`src/rtl/fetch_pkg.sv`:
```
// Shared types and constants for the instruction-fetch stage.
package fetch_pkg;

   localparam logic [31:0] NOP_INSTR    = 32'h0000_0013;
   localparam logic [31:0] EBREAK_INSTR = 32'h0010_0073;

   typedef enum logic [1:0] {
      BOOT = 2'd0,
      RUN  = 2'd1,
      HALT = 2'd2
   } fetch_state_t;

   typedef struct packed {
      logic        valid;
      logic [31:0] pc;
      logic [31:0] pc_plus4;
      logic [31:0] instr;
   } if_id_t;

   // Empty pipeline slot: used for both reset and redirect flush.
   localparam if_id_t IF_ID_BUBBLE = '{valid: 1'b0, pc: 32'h0, pc_plus4: 32'h0, instr: NOP_INSTR};

endpackage

```
`src/rtl/fetch_unit_if_id_reg.sv`:
```
// IF/ID pipeline register: flush beats hold, hold beats load.
module if_id_reg
   import fetch_pkg::*;
(
   input  logic        clk,
   input  logic        rst,
   input  logic        hold,
   input  logic        flush,
   input  logic        d_valid,
   input  logic [31:0] d_pc,
   input  logic [31:0] d_pc_plus4,
   input  logic [31:0] d_instr,
   output logic        q_valid,
   output logic [31:0] q_pc,
   output logic [31:0] q_pc_plus4,
   output logic [31:0] q_instr
);

   if_id_t q_reg;

   always_ff @(posedge clk or posedge rst) begin
      if (rst) begin
         q_reg <= IF_ID_BUBBLE;
      end else if (flush) begin
         q_reg <= IF_ID_BUBBLE;
      end else if (!hold) begin
         q_reg <= '{valid: d_valid, pc: d_pc, pc_plus4: d_pc_plus4, instr: d_instr};
      end
   end

   assign q_valid    = q_reg.valid;
   assign q_pc       = q_reg.pc;
   assign q_pc_plus4 = q_reg.pc_plus4;
   assign q_instr    = q_reg.instr;

endmodule

```
`src/rtl/fetch_unit.sv`:
```
// Fetch stage: PC register, BOOT/RUN/HALT sequencing, issue counter and IF/ID capture.
module fetch_unit
   import fetch_pkg::*;
#(
   parameter logic [31:0] RESET_PC = 32'h0000_0000,
   parameter int          CNT_W    = 32
)
(
   input  logic             clk,
   input  logic             rst,
   input  logic             stall,
   input  logic             redirect_valid,
   input  logic [31:0]      redirect_pc,
   output logic [31:0]      imem_address,
   input  logic [31:0]      imem_instruction,
   output logic             if_id_valid,
   output logic [31:0]      if_id_pc,
   output logic [31:0]      if_id_pc_plus4,
   output logic [31:0]      if_id_instruction,
   output logic             halted,
   output logic [CNT_W-1:0] fetch_count
);

   fetch_state_t     state_reg, state_next;
   logic [31:0]      pc_reg, pc_next;
   logic [CNT_W-1:0] count_reg, count_next;
   logic [31:0]      pc_plus4;
   logic             ifid_hold, ifid_flush;
   if_id_t           ifid_d;

   assign pc_plus4 = pc_reg + 32'd4;

   always_ff @(posedge clk or posedge rst) begin
      if (rst) begin
         state_reg <= BOOT;
         pc_reg    <= RESET_PC;
         count_reg <= '0;
      end else begin
         state_reg <= state_next;
         pc_reg    <= pc_next;
         count_reg <= count_next;
      end
   end

   always_comb begin
      state_next = state_reg;
      pc_next    = pc_reg;
      count_next = count_reg;
      ifid_hold  = 1'b1;
      ifid_flush = 1'b0;
      ifid_d     = '{valid: 1'b1, pc: pc_reg, pc_plus4: pc_plus4, instr: imem_instruction};

      // Redirect wins over stall and state; the word fetched this cycle is dropped.
      if (redirect_valid) begin
         pc_next    = redirect_pc & 32'hFFFF_FFFC;
         ifid_flush = 1'b1;
         state_next = RUN;
      end else begin
         case (state_reg)
            BOOT: begin
               state_next = RUN;
            end
            RUN: begin
               if (!stall) begin
                  ifid_hold  = 1'b0;
                  count_next = count_reg + CNT_W'(1);
                  if (imem_instruction == EBREAK_INSTR) begin
                     state_next = HALT;
                  end else begin
                     pc_next = pc_plus4;
                  end
               end
            end
            HALT: begin
               // Drain the EBREAK out of IF/ID but keep its PC fields.
               if (!stall) begin
                  ifid_hold = 1'b0;
                  ifid_d    = '{valid: 1'b0, pc: if_id_pc, pc_plus4: if_id_pc_plus4, instr: NOP_INSTR};
               end
            end
            default: begin
               state_next = BOOT;
            end
         endcase
      end
   end

   if_id_reg u_if_id_reg (
      .clk        (clk),
      .rst        (rst),
      .hold       (ifid_hold),
      .flush      (ifid_flush),
      .d_valid    (ifid_d.valid),
      .d_pc       (ifid_d.pc),
      .d_pc_plus4 (ifid_d.pc_plus4),
      .d_instr    (ifid_d.instr),
      .q_valid    (if_id_valid),
      .q_pc       (if_id_pc),
      .q_pc_plus4 (if_id_pc_plus4),
      .q_instr    (if_id_instruction)
   );

   assign imem_address = pc_reg;
   assign halted       = (state_reg == HALT);
   assign fetch_count  = count_reg;

endmodule

```
`config.mk`:
```
export PLATFORM = sky130hd
export DESIGN_NAME = fetch_unit
export DESIGN_NICKNAME = d
export VERILOG_FILES = /design/src/rtl/fetch_pkg.sv /design/src/rtl/fetch_unit_if_id_reg.sv /design/src/rtl/fetch_unit.sv
export SDC_FILE = /design/constraint.sdc
export NUM_CORES = 1
export LEC_CHECK = 0
export ABC_AREA = 1
export CAP_MARGIN = 20
export CORE_ASPECT_RATIO = 1.25
export CORE_MARGIN = 1.5
export CORE_UTILIZATION = 25
export DETAILED_ROUTE_END_ITERATION = 10
export SYNTH_ARGS = -nofsm -noshare
export SYNTH_HDL_FRONTEND = slang
export SYNTH_SLANG_ARGS = --single-unit
```
`constraint.sdc`:
```
create_clock -name clk -period 6.8 [get_ports clk]
set_input_delay 2.04 -clock clk [delete_from_list [all_inputs] [get_ports clk]]
set_output_delay 2.04 -clock clk [all_outputs]
set_load 0.05 [all_outputs]
```
# After elaboration in Yosys (flattened, before gate mapping)
# Index checks and enable logic that the tools add are counted.
[totals]
in_bits = 68
output_inout_bits = 162
reg_bits = 163
wordCells = 45
[classes]
reduce_logical = 7
n_eq_ne = 10
n_bitwise = 2
add_sub_neg = 2
muxes = 17
[ops]
columns = ["cell", "n"]
rows = [
  ["$mux W97", 5],
  ["$mux W32", 4],
  ["$add A32 B1 Y32 const B", 1],
  ["$add A32 B3 Y32 const B", 1],
  ["$eq A32 B21 Y1 const B", 1],
  ["$reduce_and A3 Y1", 3],
  ["$mux W2", 3],
  ["$ne A2 B2 Y1 const B", 3],
  ["$ne A3 B3 Y1 const B", 2],
  ["$pmux W2 S3", 1],
  ["$mux W1", 4],
  ["$ne A4 B3 Y1 const B", 1],
  ["$eq A2 B1 Y1 const B", 1],
  ["$eq A2 B2 Y1 const B", 1],
  ["$logic_not A2 Y1", 1],
  ["$ne A2 B1 Y1 const B", 1],
  ["$not A1 Y1", 2],
  ["$reduce_and A2 Y1", 1],
  ["$reduce_bool A2 Y1", 1],
  ["$reduce_or A2 Y1", 1],
]

# Depth between registers and ports, before layout
[depth]
depth_word = 6
depth_mapped = 12
depth_no_buf = 12

# By module
# Synthesis repeated with hierarchy kept, for this count alone.
[unflattened]
cells_unflattened = 1329
hier_area_um2 = 9318.9
[modules_own_cells]
columns = ["mod", "area_each_um2", "seq_area_each_um2", "instances", "cells_each"]
rows = [
  ["fetch_unit", 5421.4, 1601.5, 1, 899],
  ["if_id_reg", 3897.5, 2431.1, 1, 430],
]

# Worst setup path after synthesis
# No wires, ideal clock.
[synth_timing]
path_kind = "input to register"
start = "input redirect_valid"
end = "register count_reg[23] (netlist: fetch_count[23])"
t_arrival_ps = 3028
slack_ps = 3649
setup_time_ps = 123
t_required_ps = 6677
n_path_buf = 1
path_stages = 9
cell_sequence = "buf_6 -> clkinv_4 -> nand3_4 -> nor2_2 -> nand2_1 -> nor2_4 -> nand3_2 -> o21ai_0 -> nand2_1"
[synth_via]
elab_chain_cells = 2
[synth_lines]
columns = ["element", "line", "text"]
rows = [
  ["start, declared", "fetch_unit.sv:12", "input logic redirect_valid,"],
  ["$not A1 Y1 (no source line)", "-", ""],
  ["$reduce_and A3 Y1 (no source line)", "-", ""],
  ["end signal, assigned", "fetch_unit.sv:41", "count_reg <= count_next;"],
  ["end, declared", "fetch_unit.sv:26", "logic [CNT_W-1:0] count_reg, count_next;"],
]
# Every way passes these cells.
# A chain may end at the register's enable or synchronous reset.

# Worst setup path in the final report
[layout_timing]
start = "register state_reg[0]"
end = "output halted"
[layout_via]
elab_chain_cells = 1
[layout_lines]
columns = ["element", "line", "text"]
rows = [
  ["start, declared", "fetch_unit.sv:24", "fetch_state_t state_reg, state_next;"],
  ["start signal, assigned", "fetch_unit.sv:39", "state_reg <= state_next;"],
  ["$eq A2 B2 Y1", "fetch_unit.sv:104", "assign halted = (state_reg == HALT);"],
  ["end, declared", "fetch_unit.sv:20", "output logic halted,"],
]
# Every way passes these cells.

==> metrics.md <==
| Metric | Value |
|---|---|
| Status | `finished, final reports clean` |
| Clock sinks | `158` |
| Sequential fraction of the synthesis area | `50.4%` |
| CTS buffer count | `17` |
| Starting Density | `25.4%` |
| CP Max Fanout | `4` |
| Routed length per instance | `15.7 um` |
| Yosys warns | `0` |
| Cells after DPL | `1,612` |
| Type of the worst setup path | `reg -> out` |
| Post-Route Skew | `10.3 ps` |
| Most frequent cells in the layout | `nand2_1 (339), clkdlybuf4s50_1 (224), dfrtp_1 (155)` |
| Post-Place Cell Area | `10,500 sq um` |
| PD cells | `406 nW/um^2` |
| Hold crit path type | `reg -> reg` |
| Final ANT Viol Nets | `0` |
| Synth Instances | `1,011` |
| Unrepaired setup endpoints after global routing | `false` |
| GRT overflow | `0` |
| DR DRC count | `0` |
| Period minus WS final | `4070 ps` |
| Commonest non-fill, non-tap cell in the layout | `nand2_1` |
| Slowest CP cell | `clkdlybuf4s50_1` |
| RD Place Congestion | `0.822` |
| First-pass GRT wire length | `40,600 um` |
| Fin cells | `1,643` |
| Cell Rows | `72` |
| Post-CTS Setup Repair Bufs | `0` |
| Crit path cell chain | `inv_1 -> ha_1 -> clkdlybuf4s50_1` |
| Core ar. | `31,000 sq um` |
| CTS tree | `built` |
| Hold Vio Cnt, Final | `0` |
| Critical path required time | `4760 ps` |
| Total power | `4510 uW` |
| Syn avg cell area | `7.77 sq um` |
| Total wire length | `25,800 um` |
| Synthesized flop and latch total | `158` |
| Initial DRC count | `336` |
| Setup TNS | `0 ps` |
| Vias in the first global route | `7,405` |
| Final setup vio count | `0` |
| Initial antenna violation count | `0` |
| Leakage | `0.00487 uW` |
| Via count | `7,403` |
| Largest net degree at the start of global routing | `90` |
| Die Height | `201 um` |
| Gr usage total | `16.1%` |
| Share of layout cells above drive strength 1 | `4.85%` |
| Delay-heaviest family, CP | `buffers and inverters` |
| Die width | `162 um` |
| Die area | `32,500 sq um` |
| Critical path buffer and inverter count | `2` |
| Reg2Reg Setup Slack | `4210 ps` |
| Nets@finish | `1,298` |
| IO Pins | `230` |
| Final Cycle Share | `59.9%` |
| Slew HR | `42.2%` |
| Inserted Diodes | `0` |
| Max Fclk | `245 MHz` |
| Cts hold-fix bufs | `0` |
| Max IR drop VDD | `245 uV` |
| DR vias/cell | `4.51` |
| Area Growth Syn to Fin | `41.4%` |
| Max Slew Vio Count | `0` |
| WP data arrival | `2030 ps` |
| Pin slew with the least headroom to its limit | `867 ps` |
| Clk buf depth | `2` |
| CTS root buffer | `clkbuf_16` |
| Placed wire-length estimate | `18,600 um` |
| Max incr delay on CP | `860 ps` |
| Design area | `11,100 sq um` |
| PortBufs | `225` |
| Clock latency at the later pin of the worst-skew pair | `430 ps` |
| CP Capture Type | `primary output` |
| CTS clk-pin slew, worst paths | `70 ps` |
| Post-cts resize count | `0` |
| Startpoint types | `flop` |
| Detailed Routing Iterations Pass 1 | `4` |
| Synth Cell Area | `7860 sq um` |
| H-tree Lvls | `4` |
| MaxCap Viol Count | `0` |
| Synth cell types | `37` |
-- tightest hold or removal path, cell delays in order (launching register included) --
cell and delay [ps]:
dfrtp_1 340, nand2_1 50, o21ai_0 60
-- Yosys cell counts --
| cell | number | area share, % |
|---|---|---|
| a21boi_0 | 2 | 0.19 |
| a21oi_1 | 1 | 0.064 |
| a22o_1 | 6 | 0.67 |
| a32o_1 | 4 | 0.51 |
| and3_1 | 1 | 0.080 |
| buf_1 | 1 | 0.048 |
| buf_2 | 8 | 0.51 |
| buf_4 | 5 | 0.48 |
| buf_6 | 1 | 0.14 |
| clkbuf_1 | 23 | 1.1 |
| clkinv_2 | 1 | 0.064 |
| clkinv_4 | 1 | 0.11 |
| conb_1 | 1 | 0.048 |
| dfrtp_1 | 155 | 49 |
| dfstp_2 | 3 | 1.0 |
| ha_1 | 6 | 0.96 |
| inv_1 | 97 | 4.6 |
| inv_2 | 1 | 0.048 |
| nand2_1 | 341 | 16 |
| nand2_2 | 5 | 0.40 |
| nand3_1 | 96 | 6.1 |
| nand3_2 | 2 | 0.25 |
| nand3_4 | 1 | 0.22 |
| nand4_1 | 10 | 0.80 |
| nor2_1 | 79 | 3.8 |
| nor2_2 | 4 | 0.32 |
| nor2_4 | 2 | 0.29 |
| nor3_1 | 17 | 1.1 |
| nor3_2 | 1 | 0.13 |
| nor3b_1 | 1 | 0.096 |
| o21ai_0 | 95 | 6.0 |
| o21ai_1 | 2 | 0.13 |
| o22ai_1 | 3 | 0.24 |
| or2_0 | 1 | 0.080 |
| or2_2 | 1 | 0.080 |
| xnor2_1 | 11 | 1.2 |
| xor2_1 | 22 | 2.5 |
-- logic make-up after synthesis --
kind of cell | count (synthesis) | share of synthesized area, %
compound gates | 113 | 7.85
other cells | 1 | 0.0477
xor+xnor | 33 | 3.68
buf+inv | 138 | 7.13
flops | 158 | 50.4
fa+ha+maj | 6 | 0.955
simple gates | 562 | 30.0
-- layer usage --
| layer | track usage, % | up-vias | part of all wire (%) |
|---|---|---|---|
| met4 | 7.28 | 0 | 3.0 |
| li1 | - | 3640 | - |
| met5 | 0 | - | 0 |
| met3 | 4.78 | 43 | 6.9 |
| met2 | 26.4 | 221 | 48 |
| met1 | 19.5 | 3499 | 43 |
-- through the flow --
stage / util, % / hold WS, ps / worst slack (ps)
floorplan: - / 467 / 502
finish: 35.9 / 480 / 2730
detailed placement: 33.9 / 469 / 2290
CTS: 35.9 / 488 / 2680
global route: 35.9 / 499 / 2620
global placement: 33.9 / 468 / 2310
-- path summary, 6_finish.rpt --
check / from / endpoint / depth (start not counted)
min in group asynchronous: rst / u_if_id_reg.q_pc_plus4[27] / 2
min reg2reg: u_if_id_reg.q_pc[28] / u_if_id_reg.q_pc[28] / 2
min: u_if_id_reg.q_pc[28] / u_if_id_reg.q_pc[28] / 2
max: state_reg[0] / halted / 3
max in group asynchronous: rst / u_if_id_reg.q_instr[4] / 3
max reg2reg: state_reg[0] / u_if_id_reg.q_instr[6] / 8
-- cell type report --
| class | instances | area, sq um |
|---|---|---|
| Clock buffer | 20 | 437 |
| Timing Repair Buffer | 231 | 2290 |
| Sequential cell | 158 | 3960 |
| Fill cell | 3234 | 19900 |
| Multi-Input combinational cell | 716 | 3350 |
| Inverter | 100 | 387 |
| Tap cell | 407 | 509 |
| Clock inverter | 11 | 180 |
-- power by group --
part           internal [uW]  switching (uW)  total (uW)
clock network            619             419        1040
registers               1190             231        1420
logic                    615            1440        2050
(Power assumes the default switching activity.)
